--- config.mk ---
export PLATFORM = sky130hd
export DESIGN_NAME = seven_seg_scan_flat
export DESIGN_NICKNAME = d
export VERILOG_FILES = /design/src/rtl/seg7_pkg.sv /design/src/rtl/seven_seg_scan_if.sv /design/src/rtl/seg7_hex_decode.sv /design/src/rtl/seven_seg_scan.sv /design/src/flat_wrapper.sv
export SDC_FILE = /design/constraint.sdc
export NUM_CORES = 1
export LEC_CHECK = 0
export ABC_AREA = 1
export ABC_CLOCK_PERIOD_IN_PS = 2380
export BUFFER_PORTS_ARGS = -buffer_cell sky130_fd_sc_hd__buf_4
export CORE_MARGIN = 4
export CORE_UTILIZATION = 50
export CTS_CLUSTER_SIZE = 10
export DETAILED_ROUTE_END_ITERATION = 16
export HOLD_SLACK_MARGIN = 0.03
export PLACE_DENSITY = 0.75
export SLEW_MARGIN = 15
export SYNTH_ARGS = -nofsm -noshare
export SYNTH_HDL_FRONTEND = slang
export SYNTH_SLANG_ARGS = --single-unit
--- constraint.sdc ---
create_clock -name clk -period 2.38 [get_ports clk]
set_input_delay 0.357 -clock clk [delete_from_list [all_inputs] [get_ports clk]]
set_output_delay 0.357 -clock clk [all_outputs]
set_load 0.03 [all_outputs]
--- src/rtl/seg7_pkg.sv ---
// Shared constants for the seven-segment scanner: digit count, the active-low
// hex glyph table (bits 6:0 = g..a) and the all-off pattern.
package seg7_pkg;

    localparam int NUM_DIGITS = 8;
    localparam int IDX_W      = $clog2(NUM_DIGITS);

    localparam logic [7:0] SEG_BLANK = 8'hFF;

    // Entry n is the glyph for nibble n, '0' lights the segment.
    localparam logic [15:0][6:0] HEX_SEG = {
        7'h0E, 7'h06, 7'h21, 7'h46, 7'h03, 7'h08, 7'h10, 7'h00,
        7'h78, 7'h02, 7'h12, 7'h19, 7'h30, 7'h24, 7'h79, 7'h40
    };

endpackage

--- src/rtl/seven_seg_scan_if.sv ---
// Display-side bundle of the seven-segment scanner: data/control inputs from
// the producer and the multiplexed anode/segment drive back out.
interface seven_seg_scan_if;

    logic        EN;
    logic [31:0] Disp_num;
    logic [7:0]  point_in;
    logic [7:0]  blink_in;
    logic [7:0]  AN;
    logic [7:0]  SEGMENT;
    logic        frame_done;

    modport master (
        output EN, Disp_num, point_in, blink_in,
        input  AN, SEGMENT, frame_done
    );

    modport slave (
        input  EN, Disp_num, point_in, blink_in,
        output AN, SEGMENT, frame_done
    );

endinterface

--- src/rtl/seg7_hex_decode.sv ---
// Combinational nibble to active-low seven-segment glyph (g..a).
module seg7_hex_decode
    import seg7_pkg::*;
(
    input  logic [3:0] nib,
    output logic [6:0] seg
);

    assign seg = HEX_SEG[nib];

endmodule

--- src/rtl/seven_seg_scan.sv ---
// Eight-digit multiplexed seven-segment scanner with frame-aligned input snapshots.
// Optional blink support is compiled in when SEG_BLINK_EN is defined.
module seven_seg_scan
    import seg7_pkg::*;
#(
    parameter int SCAN_PERIOD  = 100000,
    parameter int BLINK_FRAMES = 64
) (
    input  logic             clk,
    input  logic             rst,
    seven_seg_scan_if.slave  bus
);

    localparam int CW = (SCAN_PERIOD > 1) ? $clog2(SCAN_PERIOD) : 1;

    logic [CW-1:0]    cnt_q, cnt_d;
    logic [IDX_W-1:0] idx_q, idx_d;
    logic             fd_q, fd_d;
    logic [31:0]      num_q, num_d;
    logic [7:0]       pt_q, pt_d;
    logic [7:0]       an_q, an_d;
    logic [7:0]       seg_q, seg_d;
    logic             tick, frame_end, blank;
    logic [3:0]       nib;
    logic [6:0]       glyph;

    assign tick      = (cnt_q == CW'(SCAN_PERIOD - 1));
    assign frame_end = tick && (idx_q == IDX_W'(NUM_DIGITS - 1));
    assign nib       = num_q[{idx_q, 2'b00} +: 4];

    seg7_hex_decode u_dec (.nib(nib), .seg(glyph));

`ifdef SEG_BLINK_EN
    localparam int FW = (BLINK_FRAMES > 1) ? $clog2(BLINK_FRAMES) : 1;

    logic [FW-1:0] fcnt_q, fcnt_d;
    logic          phase_q, phase_d;
    logic [7:0]    blk_q, blk_d;

    always_comb begin
        fcnt_d  = fcnt_q;
        phase_d = phase_q;
        blk_d   = blk_q;
        if (frame_end) begin
            blk_d = bus.blink_in;
            if (fcnt_q == FW'(BLINK_FRAMES - 1)) begin
                fcnt_d  = '0;
                phase_d = ~phase_q;
            end else begin
                fcnt_d = fcnt_q + 1'b1;
            end
        end
    end

    always_ff @(posedge clk or posedge rst) begin
        if (rst) begin
            fcnt_q  <= '0;
            phase_q <= 1'b0;
            blk_q   <= '0;
        end else begin
            fcnt_q  <= fcnt_d;
            phase_q <= phase_d;
            blk_q   <= blk_d;
        end
    end

    assign blank = phase_q & blk_q[idx_q];
`else
    logic unused_blink;
    assign unused_blink = ^bus.blink_in;
    assign blank        = 1'b0;
`endif

    // Outputs follow idx_q, so a new digit appears one cycle after its tick.
    always_comb begin
        cnt_d = tick ? '0 : cnt_q + 1'b1;
        idx_d = tick ? idx_q + 1'b1 : idx_q;
        fd_d  = frame_end;
        num_d = frame_end ? bus.Disp_num : num_q;
        pt_d  = frame_end ? bus.point_in : pt_q;
        an_d  = bus.EN ? ~(8'b1 << idx_q) : SEG_BLANK;
        seg_d = (!bus.EN || blank) ? SEG_BLANK : {~pt_q[idx_q], glyph};
    end

    always_ff @(posedge clk or posedge rst) begin
        if (rst) begin
            cnt_q <= '0;
            idx_q <= '0;
            fd_q  <= 1'b0;
            num_q <= '0;
            pt_q  <= '0;
            an_q  <= SEG_BLANK;
            seg_q <= SEG_BLANK;
        end else begin
            cnt_q <= cnt_d;
            idx_q <= idx_d;
            fd_q  <= fd_d;
            num_q <= num_d;
            pt_q  <= pt_d;
            an_q  <= an_d;
            seg_q <= seg_d;
        end
    end

    assign bus.AN         = an_q;
    assign bus.SEGMENT    = seg_q;
    assign bus.frame_done = fd_q;

endmodule

--- src/flat_wrapper.sv ---
// flat-port wrapper written by rule: the top's interface ports become plain ports
module seven_seg_scan_flat import seg7_pkg::*;
#(
    parameter int SCAN_PERIOD  = 100000,
    parameter int BLINK_FRAMES = 64
)
  (clk, rst, bus_EN, bus_Disp_num, bus_point_in, bus_blink_in, bus_AN, bus_SEGMENT, bus_frame_done);
  seven_seg_scan_if bus_i ();
  input  logic clk;
  input  logic rst;
  input wire logic [$bits(bus_i.EN)-1:0] bus_EN;
  input wire logic [$bits(bus_i.Disp_num)-1:0] bus_Disp_num;
  input wire logic [$bits(bus_i.point_in)-1:0] bus_point_in;
  input wire logic [$bits(bus_i.blink_in)-1:0] bus_blink_in;
  output wire logic [$bits(bus_i.AN)-1:0] bus_AN;
  output wire logic [$bits(bus_i.SEGMENT)-1:0] bus_SEGMENT;
  output wire logic [$bits(bus_i.frame_done)-1:0] bus_frame_done;
  assign bus_i.EN = bus_EN;
  assign bus_i.Disp_num = bus_Disp_num;
  assign bus_i.point_in = bus_point_in;
  assign bus_i.blink_in = bus_blink_in;
  assign bus_AN = bus_i.AN;
  assign bus_SEGMENT = bus_i.SEGMENT;
  assign bus_frame_done = bus_i.frame_done;
  seven_seg_scan #(.SCAN_PERIOD(SCAN_PERIOD), .BLINK_FRAMES(BLINK_FRAMES)) u_core (.clk(clk), .rst(rst), .bus(bus_i));
endmodule
==> results of run 1 <==
[cell usage in the layout, fill, tap and decap left out]
master	Yosys	routed
nand3b_1	2	2
o22ai_1	1	1
nor4_1	1	1
buf_4	0	74
nor3_1	3	3
dfstp_2	16	16
o21bai_1	1	1
clkinvlp_4	0	1
nand2_1	179	179
xnor2_1	1	1
nor4_4	1	1
xor2_1	8	8
o21ai_1	1	1
nand3_1	44	44
buf_12	0	1
ha_1	13	13
a31oi_1	1	1
clkbuf_8	0	10
bufinv_16	0	1
nor2_1	33	33
o211ai_1	2	2
nor4_2	1	1
dfrtp_1	61	61
clkinv_2	0	2
nor3_4	0	1
o21ai_0	8	8
inv_1	50	49
a22o_1	1	1
clkbuf_1	12	2
inv_2	1	2
nand4_1	45	45
[sequential cells by signal, summed over array words and instances (netlist names)]
register / flops
u_core.bus.SEGMENT: 8
u_core.bus.AN: 8
u_core.cnt_q: 17
u_core.bus.frame_done: 1
u_core.num_q: 32
u_core.pt_q: 8
u_core.idx_q: 3
[cell families after synthesis]
group	Yosys count	synth area share [%]
DFF	77	49.1
buffers and inverters	77	7.74
adders and majority gates	13	4.11
and+or+nand+nor	310	34.8
AOI/OAI and AO/OA	15	2.24
xor gates and xnor gates	9	1.99
[worst min-delay path by stage]
| stage | from | endpoint | cells past startpoint |
|---|---|---|---|
| global placement | u_core.cnt_q[0]$_DFF_PP0_ | u_core.cnt_q[0]$_DFF_PP0_ | 1 |
| finish | rst | u_core.bus.frame_done$_DFF_PP0_ | 2 |
| detailed placement | u_core.num_q[5]$_DFFE_PP0P_ | u_core.num_q[5]$_DFFE_PP0P_ | 2 |
| CTS | rst | u_core.bus.frame_done$_DFF_PP0_ | 2 |
| global route | rst | u_core.num_q[20]$_DFFE_PP0P_ | 2 |
| floorplan | u_core.cnt_q[0]$_DFF_PP0_ | u_core.cnt_q[0]$_DFF_PP0_ | 1 |
[where the power goes]
group / total (mW) / internal, mW / leakage, nW / switching [mW]
combinational: 0.111 / 0.0557 / 1.52 / 0.0554
sequential: 1.32 / 1.32 / 0.797 / 0.00120
clock: 0.982 / 0.511 / 0.0964 / 0.471
[critical path: cells and delay by family (launching register included)]
family	cells	cell delay (ns)
and+or+nand+nor	8	0.84
buffers and inverters	2	0.53
DFF	1	0.38
adders and majority gates	1	0.24
[through the flow]
step	std cells	power (mW)	hold WS, ns	utilization (%)
floorplan	501	1.38	0.433	-
global placement	652	1.46	0.446	59.0
detailed placement	652	1.46	0.462	59.0
CTS	668	2.44	0.0919	61.4
global route	668	2.51	0.108	61.4
finish	668	2.41	0.0804	61.4
[area by class of cell]
cell class,instances,area [um^2]
Clock inverter,4,47.5
Fill cell,709,2980
Inverter,51,191
Sequential cell,77,1950
Tap cell,102,128
Multi-Input combinational cell,347,1710
Clock buffer,12,145
Timing Repair Buffer,75,576
[layer usage]
metal  track usage, %  wire length (um)  vias to the layer above
met5                0                 0                        -
met4             4.10                43                        0
met3             5.70               504                        6
met2             32.9              4540                       87
met1             26.7              3970                     1668
li1                 -                 -                     1734
==> flow_metrics.env, run 1 <==
export IMPL_setup_violations_final=0
export IMPL_cts_hold_buffers=0
export IMPL_syn_nets=565
export IMPL_dp_slack_ns=0.342
export IMPL_crit_chain="inv_1 -> nand2_1 -> nand3_1 -> nand3_1 -> nand2_1 -> inv_1 -> ha_1 -> nand3_1 -> nand2_1 -> nand2_1 -> nand3_1"
export IMPL_yosysSeqAreaShare_pct=49.1
export IMPL_final_area_mm2=0.00475
export IMPL_cts_root_buffer="clkbuf_8"
export IMPL_maxSlewViolCount=0
export IMPL_synth_top_cell_area_share_pct=38.5
export IMPL_wire_per_inst_um=13.6
export IMPL_start_util_pct=51.3
export IMPL_r2r_end="u_core.bus.SEGMENT[6]$_DFF_PP1_"
export IMPL_die_area_mm2=0.00941
export IMPL_ys_warn_count=0
export IMPL_max_stage_delay_ns=0.41
export IMPL_clock_sinks=77
export IMPL_rows=32
export IMPL_grt_pass1_wl_mm=15.6
export IMPL_netlist_area_mm2=0.00396
export IMPL_cp_endpoint="u_core.bus.SEGMENT[6]$_DFF_PP1_"
export IMPL_async_flop_share_pct=100
export IMPL_rsz0062_at_grt="no"
export IMPL_grt_overflow_total=0
export IMPL_status="completed"
export IMPL_post_cts_setup_buffer_count=0
export IMPL_worst_slack_ns=0.323
export IMPL_layout_drive_gt1_share_pct=19.4
export IMPL_syn2layout_area_growth_pct=19.9
export IMPL_dieHeight_um=97.0
export IMPL_crit_path_start_kind="flop"
export IMPL_rrSetupSlack_ns=0.32
export IMPL_setup_tns_ns=0
export IMPL_place_congestion=0.925
export IMPL_antenna_found_initial=0
export IMPL_ir_drop_mv=0.444
export IMPL_drc_errors=0
export IMPL_p_per_area_mw_per_mm2=508
export IMPL_io_pins=68
export IMPL_cts_buffer_depth=2
export IMPL_setup_worst_path_class="reg2reg"
export IMPL_synthTopCellsByArea="dfrtp_1, nand2_1, dfstp_2, nand4_1, nand3_1"
export IMPL_totalWireLength_mm=9.06
export IMPL_worst_ep_arrival_time_ns=2.33
export IMPL_synth_cell_types=26
export IMPL_critPathLaunch="u_core.idx_q[0]$_DFFE_PP0N_"
export IMPL_synth_edff_count=0
export IMPL_hpwl_mm=6.55
export IMPL_r2r_start="u_core.idx_q[0]$_DFFE_PP0N_"
export IMPL_clock_skew_ns=0.0104
export IMPL_syn_inst=501
export IMPL_vias=3495
export IMPL_die_w_um=97.0
export IMPL_first_pass_iters=5
export IMPL_synth_most_common_cell="nand2_1"
export IMPL_cts_tree="built"
export IMPL_globalRouteTotalUtil_pct=20.1
export IMPL_yosys_area_top_type="dfrtp_1"
export IMPL_antenna_left=0
export IMPL_p_leak_nw=2.42
export IMPL_core_mm2=0.00773
export IMPL_slowest_stage="inv_1"
export IMPL_cap_violations=0
export IMPL_grt_pass1_vias=3285
export IMPL_synth_flop_cell="dfrtp_1"
export IMPL_fmax_mhz=486
export IMPL_critPathCaptureType="flop"
export IMPL_drt_iter0_markers=215
export IMPL_avgSynthCellArea_um2=7.91
export IMPL_clk_pin_slew_ns=0.08
export IMPL_synth_seq_cells=77
export IMPL_place_area_mm2=0.00456
export IMPL_vias_per_cell=5.23
export IMPL_period_needed_ns=2.06
export IMPL_insertion_delay_ns=0.35
export IMPL_cts_htree_levels=3
export IMPL_required_ns=2.65
export IMPL_numCtsBuffers=9
export IMPL_worst_pin_slew_ns=0.603
export IMPL_numPortBuffers=59
export IMPL_cp_max_fo=18
export IMPL_relSlewSlack_pct=59.7
export IMPL_grt_max_degree=52
export IMPL_fin_nets=625
export IMPL_hp_class="in2async"
export IMPL_ys_top_cells_by_count="nand2_1, dfrtp_1, inv_1"
export IMPL_hold_viol=0
export IMPL_n_antenna_cell=0
export IMPL_ff2ff_path_depth=11
export IMPL_period_share_pct=86.4
export IMPL_cts_resized=0
(Power assumes the default switching activity.)
==> run 2: changes to the inputs <==
==> constraint.sdc (replaced) <==
create_clock -name clk -period 2.38 [get_ports clk]
set_input_delay 0.238 -clock clk [delete_from_list [all_inputs] [get_ports clk]]
set_output_delay 0.238 -clock clk [all_outputs]
set_load 0.03 [all_outputs]
==> run 2 against run 1 <==
  * Fmax increased by 0.23%
  * Global-route usage decreased by 0.22 points
  * Total power increased by 2.3%
  * Via count decreased by 2.7%
  * Setup slack improved by 0.0048 ns
  * Wire length decreased by 2.5%
  * Register-to-register slack about the same
  * Sequential share of layout area decreased by 0.14 points
  * Sequential cell count unchanged
  * Cell area increased by 0.34%
  * Die area unchanged
  * Critical endpoint is now u_core.bus.SEGMENT[5]$_DFF_PP1_
==> flow_metrics.env, run 2 (synthesized netlist as in run 1, its figures left out) <==
export IMPL_insertion_delay_ns=0.35
export IMPL_required_ns=2.66
export IMPL_p_per_area_mw_per_mm2=518
export IMPL_cts_hold_buffers=1
export IMPL_max_stage_delay_ns=0.41
export IMPL_rows=32
export IMPL_io_pins=68
export IMPL_dieHeight_um=97.0
export IMPL_cts_buffer_depth=2
export IMPL_total_power_mw=2.47
export IMPL_vias_per_cell=5.09
export IMPL_top_register="u_core.num_q"
export IMPL_die_area_mm2=0.00941
export IMPL_grt_pass1_vias=3261
export IMPL_dp_slack_ns=0.381
export IMPL_place_congestion=0.892
export IMPL_antenna_found_initial=0
export IMPL_place_area_mm2=0.00455
export IMPL_top_regs="u_core.num_q (32), u_core.cnt_q (17)"
export IMPL_fin_cells=668
export IMPL_start_util_pct=51.3
export IMPL_post_cts_setup_buffer_count=0
export IMPL_die_w_um=97.0
export IMPL_maxSlewViolCount=0
export IMPL_worst_ep_arrival_time_ns=2.33
export IMPL_clock_sinks=77
export IMPL_p_leak_nw=2.43
export IMPL_min_from="bus_EN"
export IMPL_wl_met2_mm=4.37
export IMPL_critPathCaptureType="flop"
export IMPL_cts_root_buffer="clkbuf_8"
export IMPL_setup_violations_final=0
export IMPL_top_layer="met4"
export IMPL_cp_num_buf_inv=2
export IMPL_vias=3400
export IMPL_clock_skew_ns=0.00528
export IMPL_hpwl_mm=6.31
export IMPL_numPortBuffers=59
export IMPL_fin_hold_ws_ns=0.120
export IMPL_grt_overflow_total=0
export IMPL_crit_chain="inv_1 -> nand2_1 -> nand3_1 -> nand3_1 -> nand2_1 -> inv_1 -> ha_1 -> nand3_1 -> nand2_1 -> nand2_1 -> nand3_1"
export IMPL_globalRouteTotalUtil_pct=19.8
export IMPL_period_needed_ns=2.05
export IMPL_clk_pin_slew_ns=0.07
export IMPL_worst_slack_ns=0.328
export IMPL_relSlewSlack_pct=58.6
export IMPL_post_route_util_pct=61.7
export IMPL_core_mm2=0.00773
export IMPL_final_area_mm2=0.00476
export IMPL_place_inst=651
export IMPL_worst_pin_slew_ns=0.620
export IMPL_cts_tree="built"
export IMPL_wire_per_inst_um=13.2
export IMPL_r2r_start="u_core.idx_q[0]$_DFFE_PP0N_"
export IMPL_cap_violations=0
export IMPL_grt_pass1_wl_mm=15.3
export IMPL_wl_met1_mm=3.91
export IMPL_cts_resized=0
export IMPL_ir_drop_mv=0.325
export IMPL_drt_iter0_markers=167
export IMPL_wl_met3_um=466
export IMPL_drc_errors=0
export IMPL_cp_max_fo=18
export IMPL_first_pass_iters=4
export IMPL_syn2layout_area_growth_pct=20.3
export IMPL_layout_drive_gt1_share_pct=19.3
export IMPL_hold_viol=0
export IMPL_totalWireLength_mm=8.83
export IMPL_hp_class="in2reg"
export IMPL_crit_path_start_kind="flop"
export IMPL_numCtsBuffers=9
export IMPL_setup_tns_ns=0
export IMPL_cts_htree_levels=3
export IMPL_slowest_stage="inv_1"
export IMPL_setup_worst_path_class="reg2reg"
export IMPL_antenna_left=0
export IMPL_critPathLaunch="u_core.idx_q[0]$_DFFE_PP0N_"
export IMPL_fill_cells=693
export IMPL_status="completed"
export IMPL_grt_max_degree=52
export IMPL_rsz0062_at_grt="no"
export IMPL_layout_commonest_cell="nand2_1"
export IMPL_fin_nets=625
export IMPL_fmax_mhz=487
export IMPL_period_share_pct=86.2
export IMPL_largest_reg_flops=32
export IMPL_n_antenna_cell=0
export IMPL_critPathTopFamily="simple AND/OR/NAND/NOR gates"
export IMPL_final_cell_mix="nand2_1, buf_4, dfrtp_1, inv_1, nand4_1"
-- run 2: cell types whose count changed in the layout (fill, tap and decap cells not counted) --
cell and change:
dlygate4sd3_1 +1, clkbuf_8 -1, clkinv_2 +1, buf_4 -1, clkinvlp_4 -1, bufinv_16 +1
-- run 2: worst paths after layout --
check,to,slack [ns],cells past startpoint
max,u_core.bus.SEGMENT[5]$_DFF_PP1_,0.33,11
min,u_core.bus.AN[7]$_DFF_PP1_,0.12,2
max reg2reg,u_core.bus.SEGMENT[5]$_DFF_PP1_,0.33,11
min reg2reg,u_core.cnt_q[0]$_DFF_PP0_,0.46,1
max in group asynchronous,u_core.cnt_q[8]$_DFF_PP0_,1.17,4
min in group asynchronous,u_core.bus.frame_done$_DFF_PP0_,0.52,3
-- run 2: cell type report --
class / instances / area [um^2] / area share, %
flip-flops and latches: 77 / 1950 / 40.9
multi-input cells: 347 / 1710 / 36.0
repair buffers: 75 / 578 / 12.1
inverters: 51 / 191 / 4.02
clock buffers: 11 / 131 / 2.76
well taps: 102 / 128 / 2.68
clock inverters: 5 / 75.1 / 1.58
-- run 2: routing by layer --
| layer | vias up | track usage [%] |
|---|---|---|
| met1 | 1582 | 26.2 |
| met2 | 77 | 33.1 |
| met3 | 9 | 5.19 |
| li1 | 1732 | - |
| met4 | 0 | 4.10 |
| met5 | - | 0 |
-- run 2: where the power goes --
group	internal (mW)	switching, mW	total [mW]
logic	0.0567	0.0548	0.111
clock network	0.586	0.451	1.04
registers	1.32	0.00127	1.32
total	1.96	0.507	2.47
==> run 3: changes to the inputs <==
- CORE_UTILIZATION: 50 -> 41
- PLACE_DENSITY: 0.75 -> unset
- SLEW_MARGIN: 15 -> unset
==> run 3 against run 2 <==
  * Non-clock buffer count up 1
  * Total power up 2.9%
  * Clock power up 7%
  * Die area up 20%
  * Sequential cell count unchanged
  * Worst hold slack worse by 0.032 ns
  * Register-to-register slack better by 0.09 ns
  * Combinational power about the same
  * Clock-buffer cell count unchanged
  * Largest power group unchanged
  * Highest routed layer unchanged
==> flow_metrics.env, run 3 (synthesized netlist as in run 1, its figures left out) <==
export IMPL_r2r_end="u_core.bus.SEGMENT[5]$_DFF_PP1_"
export IMPL_place_inst=679
export IMPL_worst_ep_arrival_time_ns=2.24
export IMPL_numPortBuffers=59
export IMPL_n_antenna_cell=0
export IMPL_maxSlewViolCount=0
export IMPL_rows=35
export IMPL_grt_pass1_vias=3296
export IMPL_fmax_mhz=508
export IMPL_die_area_mm2=0.0113
export IMPL_total_power_mw=2.54
export IMPL_relSlewSlack_pct=60.3
export IMPL_critPathTopFamily="simple AND/OR/NAND/NOR gates"
export IMPL_grt_overflow_total=0
export IMPL_ff2ff_path_depth=12
export IMPL_p_per_area_mw_per_mm2=526
export IMPL_ir_drop_mv=0.319
export IMPL_r2r_start="u_core.idx_q[0]$_DFFE_PP0N_"
export IMPL_setup_worst_path_class="reg2reg"
export IMPL_cts_buffer_depth=2
export IMPL_crit_chain="inv_1 -> buf_4 -> nand2_1 -> nand3_1 -> nand3_1 -> nand2_1 -> inv_1 -> ha_1 -> nand3_1 -> nand2_1 -> nand2_1 -> nand3_1"
export IMPL_antenna_left=0
export IMPL_largest_reg_flops=32
export IMPL_post_cts_setup_buffer_count=0
export IMPL_die_w_um=106
export IMPL_min_from="bus_EN"
export IMPL_layout_drive_gt1_share_pct=19.6
export IMPL_layout_commonest_cell="nand2_1"
export IMPL_place_congestion=0.881
export IMPL_crit_path_start_kind="flop"
export IMPL_hpwl_mm=6.45
export IMPL_cts_htree_levels=3
export IMPL_required_ns=2.65
export IMPL_cp_max_fo=9
export IMPL_insertion_delay_ns=0.35
export IMPL_hold_viol=0
export IMPL_clock_sinks=77
export IMPL_cap_violations=0
export IMPL_hp_class="in2reg"
export IMPL_fill_cells=941
export IMPL_io_pins=68
export IMPL_totalWireLength_mm=8.77
export IMPL_rsz0062_at_grt="no"
export IMPL_numCtsBuffers=9
export IMPL_fin_cells=696
export IMPL_cp_num_buf_inv=3
export IMPL_vias_per_cell=4.85
export IMPL_multi_input_area_mm2=0.00171
export IMPL_clk_pin_slew_ns=0.08
export IMPL_cts_tree="built"
export IMPL_core_mm2=0.00933
export IMPL_final_cell_mix="nand2_1, buf_4, dfrtp_1, inv_1, nand4_1"
export IMPL_p_leak_nw=2.43
export IMPL_worst_pin_slew_ns=0.593
export IMPL_vias=3378
export IMPL_slowest_stage="dfrtp_1"
export IMPL_layout_area_seq_mm2=0.00195
export IMPL_rrSetupSlack_ns=0.41
export IMPL_whs_path_depth=2
export IMPL_fin_nets=626
export IMPL_period_share_pct=82.6
export IMPL_wire_per_inst_um=12.6
export IMPL_globalRouteTotalUtil_pct=16.8
export IMPL_dieHeight_um=106
export IMPL_clock_skew_ns=0.0135
export IMPL_cts_root_buffer="clkbuf_8"
export IMPL_drc_errors=0
export IMPL_first_pass_iters=4
export IMPL_status="completed"
export IMPL_top_regs="u_core.num_q (32), u_core.cnt_q (17)"
export IMPL_setup_tns_ns=0
export IMPL_syn2layout_area_growth_pct=21.8
export IMPL_grt_pass1_wl_mm=15.2
export IMPL_period_needed_ns=1.97
export IMPL_start_util_pct=42.5
export IMPL_critPathCaptureType="flop"
export IMPL_antenna_found_initial=0
export IMPL_top_register="u_core.num_q"
export IMPL_max_stage_delay_ns=0.38
export IMPL_grt_max_degree=78
export IMPL_drt_iter0_markers=150
export IMPL_setup_violations_final=0
export IMPL_min_to="u_core.bus.AN[7]$_DFF_PP1_"
run 3: timing repair:
item                                   CTS  global route
gates resized for setup                  0             0
hold buffers                             1             0
endpoints found under the hold margin   61             0
run 3: stage by stage:
stage | hold WS (ns) | area (um^2) | setup WS (ns) | util [%]
final | 0.0879 | 4820 | 0.413 | 51.7
after global routing | 0.0919 | 4820 | 0.202 | 51.7
after CTS | 0.0774 | 4820 | 0.399 | 51.7
after detailed placement | 0.369 | 4590 | 0.428 | 49.2
after global placement | 0.366 | 4590 | 0.461 | 49.2
after floorplan | 0.387 | 3960 | 0.202 | -
run 3: power by group:
part | leakage, nW | total (mW) | switching, mW | internal (mW)
combinational | 1.53 | 0.109 | 0.0526 | 0.0567
clock | 0.106 | 1.11 | 0.490 | 0.622
sequential | 0.797 | 1.32 | 0.00116 | 1.32
run 3: worst max path at each step:
stage | from | end | slack, ns | depth (start not counted)
3_3_place_gp | u_core.idx_q[0]$_DFFE_PP0N_ | u_core.bus.SEGMENT[6]$_DFF_PP1_ | 0.46 | 12
3_5_place_dp | u_core.idx_q[0]$_DFFE_PP0N_ | u_core.bus.SEGMENT[5]$_DFF_PP1_ | 0.43 | 12
5_1_grt | u_core.idx_q[0]$_DFFE_PP0N_ | u_core.bus.SEGMENT[0]$_DFF_PP1_ | 0.20 | 12
6_report | u_core.idx_q[0]$_DFFE_PP0N_ | u_core.bus.SEGMENT[5]$_DFF_PP1_ | 0.41 | 12
4_1_cts | u_core.idx_q[0]$_DFFE_PP0N_ | u_core.bus.SEGMENT[6]$_DFF_PP1_ | 0.40 | 12
2_1_floorplan | rst | u_core.bus.frame_done$_DFF_PP0_ | 0.20 | 1
run 3: metal layers:
layer	wire [um]	share of wire, %	vias to the layer above	global-route usage, %
li1	-	-	1732	-
met1	4180	48	1569	23.0
met2	4110	47	65	27.0
met3	322	3.7	12	2.61
met4	159	1.8	0	5.83
met5	0	0	-	0
run 3: layout make-up:
class                   instances  share of cell area [%]
inverters                      51                    3.97
repair buffers                 76                    12.1
well taps                     129                    3.35
multi-input cells             347                    35.5
clock inverters                 5                    1.74
flip-flops and latches         77                    40.4
clock buffers                  11                    2.93
